--- config.mk ---
export PLATFORM = sky130hd
export DESIGN_NAME = jk_reg_bank
export DESIGN_NICKNAME = d
export VERILOG_FILES = /design/src/rtl/jk_pkg.sv /design/src/rtl/jk_cell.sv /design/src/rtl/jk_reg_bank.sv
export SDC_FILE = /design/constraint.sdc
export NUM_CORES = 1
export LEC_CHECK = 0
export ABC_AREA = 1
export BUFFER_PORTS_ARGS = -buffer_cell sky130_fd_sc_hd__buf_4
export CORE_MARGIN = 2
export CORE_UTILIZATION = 48
export CTS_CLUSTER_DIAMETER = 80
export CTS_CLUSTER_SIZE = 25
export DETAILED_ROUTE_END_ITERATION = 12
export PLACE_DENSITY = 0.95
export RECOVER_POWER = 25
export SLEW_MARGIN = 15
export SYNTH_ARGS = -nofsm -noshare
export SYNTH_HDL_FRONTEND = slang
export SYNTH_HIERARCHICAL = 1
export SYNTH_SLANG_ARGS = --single-unit
--- constraint.sdc ---
create_clock -name clk -period 2.6 [get_ports clk]
set_input_delay 0.52 -clock clk [delete_from_list [all_inputs] [get_ports clk]]
set_output_delay 0.52 -clock clk [all_outputs]
set_load 0.01 [all_outputs]
--- src/rtl/jk_pkg.sv ---
// Shared JK encodings and next-state helper for the JK register bank.
package jk_pkg;

  localparam logic [1:0] JK_HOLD   = 2'b00;
  localparam logic [1:0] JK_RESET  = 2'b01;
  localparam logic [1:0] JK_SET    = 2'b10;
  localparam logic [1:0] JK_TOGGLE = 2'b11;

  function automatic logic jk_next(
    input logic q,
    input logic j,
    input logic k
  );
    logic r;
    r = q;
    case ({j, k})
      JK_HOLD:   r = q;
      JK_RESET:  r = 1'b0;
      JK_SET:    r = 1'b1;
      JK_TOGGLE: r = ~q;
      default:   r = q;
    endcase
    return r;
  endfunction

endpackage

--- src/rtl/jk_cell.sv ---
// Single-bit JK next-state block, gated by global enable and bit mask.
module jk_cell
  import jk_pkg::*;
(
  input  logic q,
  input  logic j,
  input  logic k,
  input  logic mask,
  input  logic en,
  output logic q_next
);

  assign q_next = (en & mask) ? jk_next(q, j, k) : q;

endmodule

--- src/rtl/jk_reg_bank.sv ---
// Bank of WIDTH JK flags with clear/load priority and a change pulse.
// Optional saturating change counter: define JK_REG_BANK_CHG_CNT_EN.
module jk_reg_bank
  import jk_pkg::*;
#(
  parameter int               WIDTH   = 8,
  parameter logic [WIDTH-1:0] RST_VAL = {WIDTH{1'b0}},
  parameter int               CNT_W   = 8
) (
  input  logic             clk,
  input  logic             rst_n,
  input  logic             en,
  input  logic             clr,
  input  logic             load,
  input  logic [WIDTH-1:0] load_data,
  input  logic [WIDTH-1:0] mask,
  input  logic [WIDTH-1:0] j,
  input  logic [WIDTH-1:0] k,
  output logic [WIDTH-1:0] q,
  output logic             changed,
  output logic [CNT_W-1:0] chg_cnt
);

  logic [WIDTH-1:0] q_jk;
  logic [WIDTH-1:0] q_next;
  logic             chg_pend;

  for (genvar i = 0; i < WIDTH; i++) begin : g_cell
    jk_cell u_cell (
      .q      (q[i]),
      .j      (j[i]),
      .k      (k[i]),
      .mask   (mask[i]),
      .en     (en),
      .q_next (q_jk[i])
    );
  end

  always_comb begin
    q_next = q_jk;
    if (clr)
      q_next = '0;
    else if (load)
      q_next = load_data;
  end

  // chg_pend holds the diff one edge so changed lands a cycle after q
  always_ff @(posedge clk or negedge rst_n) begin
    if (!rst_n) begin
      q        <= RST_VAL;
      chg_pend <= 1'b0;
      changed  <= 1'b0;
    end else begin
      q        <= q_next;
      chg_pend <= (q_next != q);
      changed  <= chg_pend;
    end
  end

`ifdef JK_REG_BANK_CHG_CNT_EN
  logic [CNT_W-1:0] cnt_r;

  always_ff @(posedge clk or negedge rst_n) begin
    if (!rst_n)
      cnt_r <= '0;
    else if (clr)
      cnt_r <= '0;
    else if (chg_pend && (cnt_r != {CNT_W{1'b1}}))
      cnt_r <= cnt_r + 1'b1;
  end

  assign chg_cnt = cnt_r;
`else
  assign chg_cnt = '0;
`endif

endmodule

---- Yosys cells after proc, flatten, opt, wreduce, memory -nomap -nowiden ----
Index checks and enable logic that the tools add are counted.
word-level totals
  flip-flop bits (word level) ............. 10
  bits in latches ......................... 0
  memory bits (writable) .................. 0
  bits in read-only memories .............. 0
  input bits .............................. 37
  output and inout port bits .............. 17
  word-level logic and storage cells ...... 70
  memories ................................ 0
cells by class
  add/sub/neg operators ................... 0
  $mul .................................... 0
  divide/modulo/power cells ............... 0
  $lt $le $gt $ge ......................... 0
  eq/ne operators ......................... 25
  shift-type cells ........................ 0
  muxes and demuxes ....................... 18
  bitwise gates (word level) .............. 16
  reductions and logical operators ........ 8
operators with widths
  operator              count
  $eq A2 B2 Y1 const B  16
  $pmux W1 S4           8
  $eq A2 B1 Y1 const B  8
  $logic_not A2 Y1      8
  $mux W8               2
  $and A1 B1 Y1         8
  $mux W1               8
  $ne A8 B8 Y1          1
  $not A1 Y1            8

---- Logic depth before layout (Yosys ltp) ----
  depth in word-level cells ............... 6
  gate-level depth with buffers ........... 13
  gate-level depth less buffers ........... 13

---- Hierarchy ----
Netlist, hierarchy kept.
by module, submodules not included
  module       instances  cells each  area an instance (sq um)  sequential area each (sq um)
  jk_reg_bank  1          112         726.9                     250.2
  jk_cell      8          8           33.8                      0.0

---- Worst setup path before layout ----
No wires, ideal clock.
  kind .................................... input port to flip-flop
  start ................................... input port j[4]
  end ..................................... register chg_pend
  setup time .............................. 0.119 ns
  data arrival time ....................... 1.235 ns
  data required time ...................... 2.481 ns
  setup slack ............................. 1.247 ns
  stages .................................. 11
  path buffers ............................ 0
  cells stage by stage .................... inv_1 nor2_2 nand2_1 nand2_1 or2_1 nand3_1 nand2_1 nand2_1 nand2_1 nor2_1 nand2_1
between the ends
  word-level cells in the longest chain between the ends .. 6
  elaborated cells on any way between the ends .. 9
  those cells by class .................... eq/ne (4); mux (4); reduce/logical (1)
RTL lines
  item                                        line               text
  from (decl)                                 jk_reg_bank.sv:17  input logic [WIDTH-1:0] j,
  $eq A2 B2 Y1, or another cell as far along  jk_pkg.sv:16       case ({j, k})
  $pmux W1 S4 (*)                             jk_pkg.sv:16
  $mux W1 (*)                                 jk_cell.sv:13      assign q_next = (en & mask) ? jk_next(q, j, k) : q;
  named net q_jk[4]                           jk_reg_bank.sv:24  logic [WIDTH-1:0] q_jk;
  $mux W8 (*)                                 jk_reg_bank.sv:43  else if (load)
  $mux W8 (*)                                 jk_reg_bank.sv:41  if (clr)
  $ne A8 B8 Y1 (*)                            jk_reg_bank.sv:55  chg_pend <= (q_next != q);
  to (signal assigned)                        jk_reg_bank.sv:55
  to (decl)                                   jk_reg_bank.sv:26  logic chg_pend;
The timed path passes the listed nets; every way through them passes the cells marked *.

---- Worst setup path in the final report ----
  start ................................... register q[2]
  end ..................................... output port q[2]
RTL lines
  item                    line               text
  from (decl)             jk_reg_bank.sv:19  output logic [WIDTH-1:0] q,
  from (signal assigned)  jk_reg_bank.sv:54  q <= q_next;
No word-level cell between the ends.

==> results.py <==
metrics = {
    "clock_network": {
        "clkSlewWorstSetupHoldPaths_ns": 0.07,
        "cts_tree": "built",
        "cts-resized-gates": 0,
        "cts_setup_buffers": 0,
        "numCtsBuffers": 3,
        "htreeDepth": 1,
        "clock_path_buffers": 2,
        "holdBufCountCts": 0,
        "clkLatencyLatePin_ns": 0.26,
        "clockRootBuffer": "clkbuf_4",
        "cts.sinks": 10,
    },
    "outcome": {
        "status": "finished, final reports clean",
    },
    "global_routing": {
        "antenna_found_initial": 0,
        "grt_max_degree": 17,
        "grt_pass1_vias": 905,
        "grt_pass1_wl_mm": 3.574,
        "track_usage": 0.1830,
        "overflow": 0,
    },
    "routing": {
        "detail_route.vias_per_cell": 4.210,
        "routedWlPerCell_um": 8.077,
        "drt_iter0_markers": 17,
        "drt_wl_total_mm": 2.003,
        "ant_nets": 0,
        "drc_errors": 0,
        "dr.pass1.iters": 4,
        "via_count": 1044,
    },
    "worst_setup_path": {
        "path_class": "reg -> out",
        "crit_chain": "buf_4",
        "crit_family": "flip-flops",
        "crit_arrival_ns": 0.86,
        "max_stage_delay_ns": 0.43,
        "slowest_stage": "dfrtp_1",
        "path_max_fanout": 5,
        "path_buf_inv": 1,
        "required_ns": 2.08,
        "critPathLaunchType": "flip-flop",
        "worstSetupEndpointType": "output pin",
    },
    "floorplanning": {
        "core_um2": 1962,
        "dieArea_um2": 2458,
        "io-pin-count": 54,
        "start_util": 0.5083,
        "rows": 16,
        "die_x_um": 49.58,
        "fp.dieH_um": 49.58,
    },
    "power": {
        "p_leak_nw": 0.8966,
        "intPower_mw": 0.2998,
        "power_density_nw_per_um2": 336.7,
        "seqPwrFrac": 0.399,
        "swShare": 0.3313,
        "combinationalPowerShare": 0.367,
        "peakVddDrop_mv": 0.2313,
        "p_sw_mw": 0.1485,
        "p_clk_frac": 0.235,
        "finalPower_mw": 0.4482,
    },
    "placement": {
        "dp_cells": 245,
        "io_buffer_count": 45,
        "post-dp-hpwl_mm": 1.610,
        "gp_routability_congestion": 0.8049,
        "place_ws_ns": 0.9603,
        "placed_cell_area_um2": 1313,
    },
    "sta": {
        "slew_violations": 0,
        "max_freq_mhz": 725.1,
        "finalClockSkew_ns": 0.002849,
        "setup_tns_ns": 0,
        "worst_pin_slew_ns": 0.5535,
        "rsz0062_at_grt": "false",
        "hold_violations": 0,
        "finalCritPeriodShare": 0.5304,
        "finalWorstPathRequiredPeriod_ns": 1.379,
        "hold_slack_ns": 0.2131,
        "setup_ws_ns": 1.221,
        "slew_headroom": 0.6310,
        "setup_viol": 0,
    },
    "final_layout": {
        "fillers": 202,
        "final_layout_size_suffix_gt1_frac": 0.2624,
        "finalInstanceArea_um2": 1331,
        "stdcell_count": 248,
        "diodes": 0,
        "syn_to_final_growth_pct": 33.50,
        "utilization": 0.6786,
        "layout.nets": 260,
    },
    "synthesis": {
        "postSynth.asyncResetShare": 1.000,
        "yosysMostFrequentCell": "nand2_1",
        "yosysSeqAreaShare": 0.2509,
        "syn_inst": 176,
        "synthTopCellsByCount": "nand2_1 (68), inv_1 (46), nand3_1 (16)",
        "ys_ff_latch": 10,
        "yosys.area.top_type": "nand2_1",
        "yosysTopAreaCellShare": 0.2560,
        "synth-edff-count": 0,
        "avgSynthCellArea_um2": 5.666,
        "netlist-cell-type-count": 15,
        "synthesis.area_um2": 997.2,
        "yosysWarnings": 6,
        "synth_ff_type": "dfrtp_1",
        "synth.area.top_cells": "nand2_1 (26%), dfrtp_1 (25%), inv_1 (17%), nand3_1 (8.0%), buf_4 (6.0%)",
    },
    "worst_hold_path": {
        "hold_path_class": "in -> async",
    },
    "flow_run": {
        "maxCapViolCount": 0,
    },
}
-- state kept, by name, indices dropped and copies added, names as in the netlist --
register,flops
q,8
chg_pend,1
changed,1
-- path summary, 6_finish.rpt --
check,from,to,slack [ns],cells after the start
setup / recovery,q[2]$_DFF_PN0_,q[2],1.22,1
max in group asynchronous,rst_n,q[4]$_DFF_PN0_,2.02,1
hold / removal,rst_n,q[6]$_DFF_PN0_,0.21,1
min in group clk,chg_pend$_DFF_PN0_,changed$_DFF_PN0_,0.35,0
setup reg to reg,q[2]$_DFF_PN0_,chg_pend$_DFF_PN0_,1.30,10
hold reg to reg,chg_pend$_DFF_PN0_,changed$_DFF_PN0_,0.35,0
-- layout by cell type, fill, tap and decap left out --
cell / n
nand2_1: 68
inv_1: 46
buf_4: 44
nand3_1: 16
dfrtp_1: 10
conb_1: 8
nor2_2: 8
nand4_1: 7
or2_1: 3
clkbuf_4: 3
clkinv_1: 2
nor2_1: 2
inv_6: 1
nand3_2: 1
nand2_2: 1
clkbuf_1: 1
-- metal layers --
metal | GRT usage | vias to the layer above | part of all wire
met1 | 0.2229 | 421 | 0.45
li1 | - | 585 | -
met2 | 0.3200 | 38 | 0.47
met5 | 0 | - | 0
met3 | 0.04848 | 0 | 0.074
met4 | 0.04167 | 0 | 0
-- kinds of logic (layout without fill, tap and decap cells) --
logic type | after synthesis | after routing | synth area share
other | 1 | 8 | 0.003761
buffers and inverters | 59 | 97 | 0.2723
AND/OR/NAND/NOR | 106 | 106 | 0.4730
flip-flops | 10 | 10 | 0.2509
-- power by group through the flow --
stage | combinational (mW) | clock (mW) | sequential (mW)
after floorplan | 0.0981 | 0 | 0.185
after global placement | 0.162 | 0 | 0.182
after detailed placement | 0.166 | 0 | 0.182
after CTS | 0.166 | 0.108 | 0.179
after global routing | 0.188 | 0.117 | 0.181
final | 0.164 | 0.105 | 0.179
-- final cells by class --
cell class                      instances  area, um^2  share of cell area
Sequential cell                        10       250.2              0.1880
Tap cell                               27       33.78             0.02538
Multi-Input combinational cell        114       501.7              0.3769
Clock buffer                            3       22.52             0.01692
Timing Repair Buffer                   45       334.1              0.2509
Inverter                               49       188.9              0.1419
(Power assumes the default switching activity.)
